[config.mk]
export PLATFORM = sky130hd
export DESIGN_NAME = fir_decimator
export DESIGN_NICKNAME = d
export VERILOG_FILES = /design/src/rtl/fir_decim_pkg.sv /design/src/rtl/sync_fifo.sv /design/src/rtl/fir_decimator.sv
export SDC_FILE = /design/constraint.sdc
export NUM_CORES = 1
export LEC_CHECK = 0
export CAP_MARGIN = 20
export CORE_ASPECT_RATIO = 0.8
export CORE_MARGIN = 2
export CORE_UTILIZATION = 45
export DETAILED_ROUTE_END_ITERATION = 12
export DONT_BUFFER_PORTS = 1
export GPL_TIMING_DRIVEN = 0
export PLACE_DENSITY = 0.63
export SYNTH_ARGS = -nofsm -noshare
export SYNTH_HDL_FRONTEND = slang
export SYNTH_HIERARCHICAL = 1
export SYNTH_SLANG_ARGS = --single-unit
[constraint.sdc]
create_clock -name clk -period 3.9 [get_ports clk]
set_clock_uncertainty 0.1 [all_clocks]
set_input_delay 0.975 -clock clk [delete_from_list [all_inputs] [get_ports clk]]
set_output_delay 0.975 -clock clk [all_outputs]
set_load 0.02 [all_outputs]
[src/rtl/fir_decim_pkg.sv]
// fir_decim_pkg: parameter legality checks, shift constant and saturation limits for fir_decimator
package fir_decim_pkg;

    function automatic bit is_pow2(int v);
        return v > 0 && (v & (v - 1)) == 0;
    endfunction

    function automatic bit decim_ok(int d);
        return is_pow2(d) && d >= 2 && d <= 16;
    endfunction

    function automatic bit depth_ok(int d);
        return is_pow2(d) && d >= 2;
    endfunction

    function automatic int decim_shift(int d);
        return $clog2(d);
    endfunction

    function automatic int sat_max(int w);
        return (1 << (w - 1)) - 1;
    endfunction

    function automatic int sat_min(int w);
        return -(1 << (w - 1));
    endfunction

endpackage

[src/rtl/sync_fifo.sv]
// sync_fifo: first-word fall-through FIFO; a push while full succeeds only alongside a pop
module sync_fifo
    import fir_decim_pkg::*;
#(
    parameter int WIDTH = 8,
    parameter int DEPTH = 4
) (
    input  logic             clk,
    input  logic             rst,
    input  logic             push,
    input  logic             pop,
    input  logic [WIDTH-1:0] din,
    output logic             full,
    output logic             empty,
    output logic [WIDTH-1:0] head
);
    localparam int AW = $clog2(DEPTH);

    if (!depth_ok(DEPTH)) begin : g_bad_depth
        $error("sync_fifo: DEPTH must be a power of two >= 2");
    end

    logic [WIDTH-1:0] mem [DEPTH];
    logic [AW-1:0]    wr_ptr;
    logic [AW-1:0]    rd_ptr;
    logic [AW:0]      count;
    logic             wr;
    logic             rd;

    assign full  = count == (AW+1)'(DEPTH);
    assign empty = count == '0;
    assign rd    = pop && !empty;
    assign wr    = push && (!full || rd);
    assign head  = empty ? '0 : mem[rd_ptr];

    always_ff @(posedge clk) begin
        if (rst) begin
            wr_ptr <= '0;
            rd_ptr <= '0;
            count  <= '0;
        end else begin
            if (wr) wr_ptr <= wr_ptr + 1'b1;
            if (rd) rd_ptr <= rd_ptr + 1'b1;
            count <= count + (AW+1)'(wr) - (AW+1)'(rd);
        end
    end

    always_ff @(posedge clk) begin
        if (wr) mem[wr_ptr] <= din;
    end

endmodule

[src/rtl/fir_decimator.sv]
// fir_decimator: averages each group of DECIM valid samples (round half up, saturated) into an output FIFO
module fir_decimator
    import fir_decim_pkg::*;
#(
    parameter int IN_WIDTH   = 9,
    parameter int DECIM      = 4,
    parameter int FIFO_DEPTH = 4
) (
    input  logic                       clk,
    input  logic                       rst,
    input  logic                       in_valid,
    input  logic signed [IN_WIDTH-1:0] in_data,
    output logic                       out_valid,
    input  logic                       out_ready,
    output logic signed [IN_WIDTH-1:0] out_data,
    output logic                       overflow,
    input  logic                       clr_ovf
);
    localparam int SHIFT = decim_shift(DECIM);
    localparam int ACC_W = IN_WIDTH + SHIFT;
    localparam logic signed [ACC_W:0]    HALF = (ACC_W+1)'(DECIM / 2);
    localparam logic signed [IN_WIDTH:0] SMAX = (IN_WIDTH+1)'(sat_max(IN_WIDTH));
    localparam logic signed [IN_WIDTH:0] SMIN = (IN_WIDTH+1)'(sat_min(IN_WIDTH));

    if (!decim_ok(DECIM)) begin : g_bad_decim
        $error("fir_decimator: DECIM must be a power of two in 2..16");
    end

    logic [SHIFT-1:0]            phase;
    logic signed [ACC_W-1:0]     acc;
    logic signed [ACC_W:0]       sum;
    logic signed [ACC_W:0]       rounded;
    logic signed [IN_WIDTH:0]    shifted;
    logic signed [IN_WIDTH-1:0]  result;
    logic                        push;
    logic                        pop;
    logic                        full;
    logic                        empty;
    logic                        drop;

    // phase 0 starts a new group, so the running sum restarts from the sample itself
    always_comb begin
        sum     = (phase == '0 ? '0 : (ACC_W+1)'(acc)) + (ACC_W+1)'(in_data);
        rounded = sum + HALF;
        shifted = (IN_WIDTH+1)'(rounded >>> SHIFT);
        result  = shifted > SMAX ? SMAX[IN_WIDTH-1:0] :
                  shifted < SMIN ? SMIN[IN_WIDTH-1:0] : shifted[IN_WIDTH-1:0];
    end

    assign push      = in_valid && phase == SHIFT'(DECIM - 1);
    assign pop       = !empty && out_ready;
    assign drop      = push && full && !pop;
    assign out_valid = !empty;

    always_ff @(posedge clk) begin
        if (rst) begin
            phase    <= '0;
            acc      <= '0;
            overflow <= 1'b0;
        end else begin
            if (in_valid) begin
                phase <= phase + 1'b1;
                acc   <= ACC_W'(sum);
            end
            overflow <= drop ? 1'b1 : clr_ovf ? 1'b0 : overflow;
        end
    end

    sync_fifo #(
        .WIDTH (IN_WIDTH),
        .DEPTH (FIFO_DEPTH)
    ) u_fifo (
        .clk   (clk),
        .rst   (rst),
        .push  (push),
        .pop   (pop),
        .din   (result),
        .full  (full),
        .empty (empty),
        .head  (out_data)
    );

endmodule
Word-level counts from Yosys, hierarchy flattened --
Memories as Yosys holds them, arrays and structs flattened. A register that Yosys moved wholly into a read port is not among the register bits. Index checks and enable logic that the tools add are counted.
Operators by class: $add $sub $neg 7, multipliers 0, div/mod/pow operators 0, magnitude comparators 2, equal/unequal tests 2, shift-type cells 0, mux-type cells 10, bitwise gates (word level) 0, reduce and logical (&&, ||, !) cells 13
Operators with widths (count):
- 9-bit two-way mux | 3
- 12-bit adder | 1
- 12-bit by 3-bit adder with 12-bit output (second input constant) | 1
- 12-bit two-way mux | 1
- 10-bit by 9-bit greater-than comparator with 1-bit output (second input constant) | 1
- 10-bit by 9-bit < comparator with 1-bit output (second input constant) | 1
- 2-bit by 1-bit adder with 2-bit output (second input constant) | 3
- 1-bit logical AND | 6
- 1-bit two-way mux | 4
- 2-bit two-way mux | 2
- 3-bit by 1-bit adder with 3-bit output | 1
- 3-bit == test (second input constant) | 1
- 1-bit logical NOT | 3
- 3-bit logical NOT | 1
- 3-bit by 1-bit subtractor with 3-bit output | 1
- 2-bit == test (second input constant) | 1
- 2-bit logical NOT | 1
- 2-bit nonzero test | 1
- 1-bit logical OR | 1
Word-level totals: bits in registers 21, latch bits 0, bits in writable memories 36, memory bits (read-only) 0, bits of input ports 14, word-level logic and storage cells 41, memories kept 1
Memories:
- u_fifo.mem | words 4, bits a word 9, read ports 1, clocked after memory_dff 1, write ports 1, line sync_fifo.sv:23 | logic [WIDTH-1:0] mem [DEPTH];

Logic depth before layout (Yosys ltp) --
word-level depth 8, depth in mapped cells 15, mapped depth without buffers 14

Modules after synthesis --
Netlist, hierarchy kept.
By module, submodules not included:
- sync_fifo | times used 1, cells an instance 105, area an instance 1859.3 um2, seq. area each 1261.2 um2
- fir_decimator | times used 1, cells an instance 224, area an instance 1751.7 um2, seq. area each 280.3 um2

Least setup slack after synthesis --
OpenSTA, ideal clock, no wires.
path type in2reg, start input in_data[0], end memory u_fifo/mem[0][0] (netlist name), data pin, library setup time 0.297 ns, data arrival time 3.386 ns, data required time 3.503 ns, path slack 0.117 ns, stages 11, path through ha_1 -> fa_1 -> a211oi_2 -> o21ai_1 -> a211o_1 -> a21oi_4 -> xnor2_1 -> clkbuf_1 -> nand3_1 -> nand3_1 -> o221ai_1
Between the ends: longest elaborated chain between the ends 5, elaborated cells on any way between the ends 6, those cells by class 2 x add/sub; 2 x order compare; 2 x mux
Ends and longest elaborated chain:
- from (decl) | line fir_decimator.sv:12 | input logic signed [IN_WIDTH-1:0] in_data,
- 12-bit adder * | line fir_decimator.sv:43 | sum = (phase == '0 ? '0 : (ACC_W+1)'(acc)) + (ACC_W+1)'(in_data);
- 12-bit by 3-bit adder with 12-bit output * | line fir_decimator.sv:44 | rounded = sum + HALF;
- 10-bit by 9-bit < comparator with 1-bit output | line fir_decimator.sv:47 | shifted < SMIN ? SMIN[IN_WIDTH-1:0] : shifted[IN_WIDTH-1:0];
- 9-bit two-way mux | line fir_decimator.sv:47
- 9-bit two-way mux * | line fir_decimator.sv:46 | result = shifted > SMAX ? SMAX[IN_WIDTH-1:0] :
- net result[0] | line fir_decimator.sv:34 | logic signed [IN_WIDTH-1:0] result;
- to (decl) | line sync_fifo.sv:23
Mark *: on every way through the listed nets, which the timed path passes. The rest lies on a longest branch.

Worst setup path in the final report --
start register phase[0], end memory u_fifo/mem[0][5] (netlist name), data pin
Between the ends: longest elaborated chain between the ends 7, elaborated cells on any way between the ends 8, those cells by class 2 x add/sub; 2 x order compare; 3 x mux; 1 x reduce/logical
Ends and longest elaborated chain:
- from (decl) | line fir_decimator.sv:29 | logic [SHIFT-1:0] phase;
- from (signal assigned) | line fir_decimator.sv:62 | phase <= phase + 1'b1;
- 2-bit logical NOT * | line fir_decimator.sv:43
- 12-bit two-way mux * | line fir_decimator.sv:43
- 12-bit adder * | line fir_decimator.sv:43
- 12-bit by 3-bit adder with 12-bit output * | line fir_decimator.sv:44
- 10-bit by 9-bit < comparator with 1-bit output | line fir_decimator.sv:47
- 9-bit two-way mux | line fir_decimator.sv:47
- 9-bit two-way mux * | line fir_decimator.sv:46
- net result[5] | line fir_decimator.sv:34
Marks and branches as above.

==> impl.org <==
** STA
- Timing would allow up to approximately 0.27 GHz.
- Slew Limit Fails :: 0
- Setup violations remaining at the end of the flow were counted as 0.
- Final Critical Period :: approximately 3.7 ns
- Setup repair after global routing left no endpoint under its margin.
- In this run the tightest slew margin relative to its limit is about 52%.
- Post-Route Setup TNS :: 0 ns
- Hold Violations, Final :: 0
- For the pin with the worst max-slew slack, the measured transition is 0.719 ns.
- In the finished design, the share of the clock period the worst path needs comes to 95.6%.

** Synthesis
- Synth Area per Inst :: around 11 um2
- The number of different library cells used by synthesis comes to 64.
- After technology mapping, the gate count stands at between 300 and 400.
- Yosys printed 6 warnings.
- Register bit count reported by yosys :: 59
- Post-synth EDFFs :: 36
- For this run, the leading register cell type out of synthesis is sky130_fd_sc_hd__edfxtp_1.
- Async set or reset register ratio after synthesis :: 0%
- The synthesized netlist occupies a cell area of 3610 um2.
- When the netlist entered floorplanning its net count stood at between 300 and 400.
- Of the synthesized area, sequential elements account for 42.7%.

** Die
- Count of pins on the block boundary :: 25
- Rows :: 29
- Floorplan Core Area :: 7870 um2
- For this configuration, the core starts out at a cell density of 45.9%.
- The floorplan step set the die height to 84.1 um.
- The die covers 8760 um2.
- Floorplan die width :: 104 um

** Min path
- The min-delay analysis places its worst path in the category register to register.
- Worst hold start :: acc[7]
- WHS Endpoint :: acc[7]
- Worst hold path stage count :: 2

** Worst setup path
- The worst register-to-register path ends at u_fifo/mem[0][5].
- Worst setup path startpoint :: phase[0]
- Worst flop-to-flop path startpoint :: phase[0]
- At the worst endpoint, the arrival time is 3.75 ns.
- The worst register-to-register path has a setup slack of 0.17 ns.
- The worst setup path is launched from a register.
- Biggest fanout along the worst timing path :: 6
- Measured in cells, the most critical reg-to-reg path has a length of 14.
- The worst setup path is captured at a register.
- At the worst endpoint, the required time is 3.92 ns.
- Crit Path Class :: register to register

** Layout
- Core Util, Final :: 53.1%
- Compared with the post-synthesis result, the final layout area differs by 15.8%.
- Cells with a size suffix above 1 make up around a quarter of the layout.
- Leading cell type in the layout, fill and taps excluded :: sky130_fd_sc_hd__nor2_1
- In the layout the commonest cells are 38 x sky130_fd_sc_hd__nor2_1, 36 x sky130_fd_sc_hd__edfxtp_1, 25 x sky130_fd_sc_hd__nor2b_1.
- In the final design database the tool counted 385 nets.
- 0 antenna diodes ended up in the layout.
- Post-route cell area :: approximately 4200 um2

** Clock network
- Maximum count of clock buffers along a single path :: 2
- Clock tree synthesis selected as its root buffer the cell sky130_fd_sc_hd__clkbuf_8.
- Clock sink total :: 59
- The clock tree synthesis step divided the H-tree into 3 levels.
- TritonCTS Buffers :: 9
- CTS clock-pin slew for the worst setup and hold paths :: roughly 0.06 ns
- At the later pin of the worst-skew pair, clock insertion delay measures 0.32 ns.
- TritonCTS built the clock tree.
- The number of hold buffers added after CTS was 0.

** Placed design
- The placed instances occupy a cell area of 3750 um2.
- Sum of net half-perimeters after detailed placement :: 5310 um
- Global placer's final weighted congestion :: 0.845
- Buffers placed on the I/O ports in this run total 0.

** Pwr
- VDD sags by at most 0.289 mV.
- The analysis attributes to cell leakage a power of about 1.5 nW.
- Dividing total power by cell area gives a power density of 393 nW/um2.

** Outcome
- Result of the run :: finished, final reports clean

** Global routing
- Global-route wire length before repair :: 12300 um
- Summed over all layers, the global routing overflow is 0.
- GRT Overall Usage :: 17.8%
- Entering global routing, the biggest net connects 12 pins.
- The number of antenna violations at the first check in global routing is 0.
- Vias in the first global route :: 2444

** Route
- Initial drt markers :: 140
- In the final routed layout, each cell accounts on average for 16.0 um.
- Dividing the detail-routed via count by the number of cells gives 5.57.
- Drt drc :: 0
- The first TritonRoute pass finished after 7 iterations.
- Detail Route Antenna Nets :: 0
- For this block, the routed nets add up to 7420 um of wire.
- Via count :: 2578

** Job
- Across the run, the number of max-cap violations was 0.
## final cells by class
class,instances,area [um2]
multi-input cells,245,2120
flip-flops and latches,59,1540
plain buffers,13,71.3
inverters,12,45.0
well taps,108,135
clock inverters,7,58.8
repair buffers,10,85.1
fillers,719,3690
clock buffers,9,124
## report_power, final
group	internal (mW)	switching [mW]	total (mW)
registers	0.707	0.00778	0.715
clock network	0.286	0.225	0.511
logic	0.171	0.247	0.418
## worst max-delay path, cell delays in order (launching register included)
cell                       delay [ns]
sky130_fd_sc_hd__dfxtp_1         0.37
sky130_fd_sc_hd__inv_1           0.06
sky130_fd_sc_hd__ha_1            0.22
sky130_fd_sc_hd__buf_6           0.14
sky130_fd_sc_hd__buf_4           0.13
sky130_fd_sc_hd__nor2b_1         0.12
sky130_fd_sc_hd__ha_1            0.31
sky130_fd_sc_hd__and3_1          0.22
sky130_fd_sc_hd__a22oi_2         0.40
sky130_fd_sc_hd__a21oi_1         0.16
sky130_fd_sc_hd__xnor2_1         0.45
sky130_fd_sc_hd__xor2_2          0.25
sky130_fd_sc_hd__a21oi_1         0.06
sky130_fd_sc_hd__o31a_1          0.26
sky130_fd_sc_hd__o221ai_2        0.28
## routing by layer
layer,GRT usage [%],share of wire [%]
met5,0,0
met2,26.7,47
met4,3.32,0
met3,4.68,4.9
met1,26.3,49
## synthesized netlist by cell type (2+ instances only)
cell type	number	area share, %
sky130_fd_sc_hd__nor2_1	40	4.2
sky130_fd_sc_hd__edfxtp_1	36	30
sky130_fd_sc_hd__nor2b_1	26	4.5
sky130_fd_sc_hd__dfxtp_1	23	13
sky130_fd_sc_hd__ha_1	19	6.6
sky130_fd_sc_hd__a21oi_1	14	1.9
sky130_fd_sc_hd__mux2i_1	13	3.6
sky130_fd_sc_hd__inv_1	12	1.2
sky130_fd_sc_hd__nand3_1	12	1.7
sky130_fd_sc_hd__xnor2_1	11	2.7
sky130_fd_sc_hd__mux4_2	9	5.6
sky130_fd_sc_hd__clkbuf_1	8	0.83
sky130_fd_sc_hd__o21ai_0	8	1.1
sky130_fd_sc_hd__a211oi_1	6	1.2
sky130_fd_sc_hd__nand2_1	6	0.62
sky130_fd_sc_hd__o21a_1	5	1.0
sky130_fd_sc_hd__xor2_1	5	1.2
sky130_fd_sc_hd__a211o_1	4	0.97
sky130_fd_sc_hd__a21o_1	4	0.83
sky130_fd_sc_hd__and2_2	4	0.83
sky130_fd_sc_hd__nand2b_1	3	0.52
sky130_fd_sc_hd__nor3b_1	3	0.62
sky130_fd_sc_hd__o211ai_1	3	0.62
sky130_fd_sc_hd__o221ai_1	3	0.73
sky130_fd_sc_hd__a211oi_2	2	0.69
sky130_fd_sc_hd__a31oi_1	2	0.35
sky130_fd_sc_hd__and2_1	2	0.35
sky130_fd_sc_hd__and3_1	2	0.35
sky130_fd_sc_hd__and4_1	2	0.49
sky130_fd_sc_hd__buf_4	2	0.42
sky130_fd_sc_hd__fa_1	2	1.1
sky130_fd_sc_hd__mux2_4	2	0.83
sky130_fd_sc_hd__nor3_2	2	0.55
sky130_fd_sc_hd__o21ai_1	2	0.28
sky130_fd_sc_hd__o22ai_1	2	0.35
sky130_fd_sc_hd__or3_1	2	0.35
## state kept, by name, indices dropped and copies added, names as in the netlist, named ones only
name / cells
phase: 2
u_fifo/count: 3
u_fifo/rd_ptr: 2
u_fifo/wr_ptr: 2
acc: 11
overflow: 1
u_fifo/mem: 36
## what timing repair did
action | CTS | global route
pin swaps | 1 | 8
setup endpoints to repair | 36 | 32
gates resized for setup | 11 | 24
setup buffers | 3 | 6
cloned | 1 | 0
## metrics by stage
step           hold WS, ns  setup slack, ns  power [mW]  std cells
2_1_floorplan        0.352            0.117       0.996        329
3_3_place_gp         0.366           -0.486        1.06        437
3_5_place_dp         0.371           -0.664        1.07        437
4_1_cts              0.385           0.0237        1.62        457
5_1_grt              0.413          0.00443        1.73        463
6_report             0.385            0.173        1.64        463
## how the worst max path moves through the flow
stage	endpoint	slack, ns	cells after the start
after floorplan	u_fifo/mem[0][0]	0.12	11
after global placement	u_fifo/mem[0][5]	-0.49	15
after detailed placement	u_fifo/mem[0][5]	-0.66	15
after CTS	u_fifo/mem[3][4]	0.02	13
after global routing	u_fifo/mem[2][5]	0.004	14
final	u_fifo/mem[0][5]	0.17	14
## cells by family (layout without fill, tap and decap cells)
| logic type | Yosys count | in the layout | synth area share [%] |
|---|---|---|---|
| xor gates and xnor gates | 17 | 17 | 4.33 |
| muxes | 24 | 24 | 10.0 |
| buffers and inverters | 25 | 51 | 2.88 |
| AOI/OAI and AO/OA | 71 | 71 | 15.5 |
| and+or+nand+nor | 112 | 112 | 16.9 |
| DFF | 59 | 59 | 42.7 |
| adders and majority gates | 21 | 21 | 7.69 |
No activity file was read; power rests on OpenSTA's default activity.
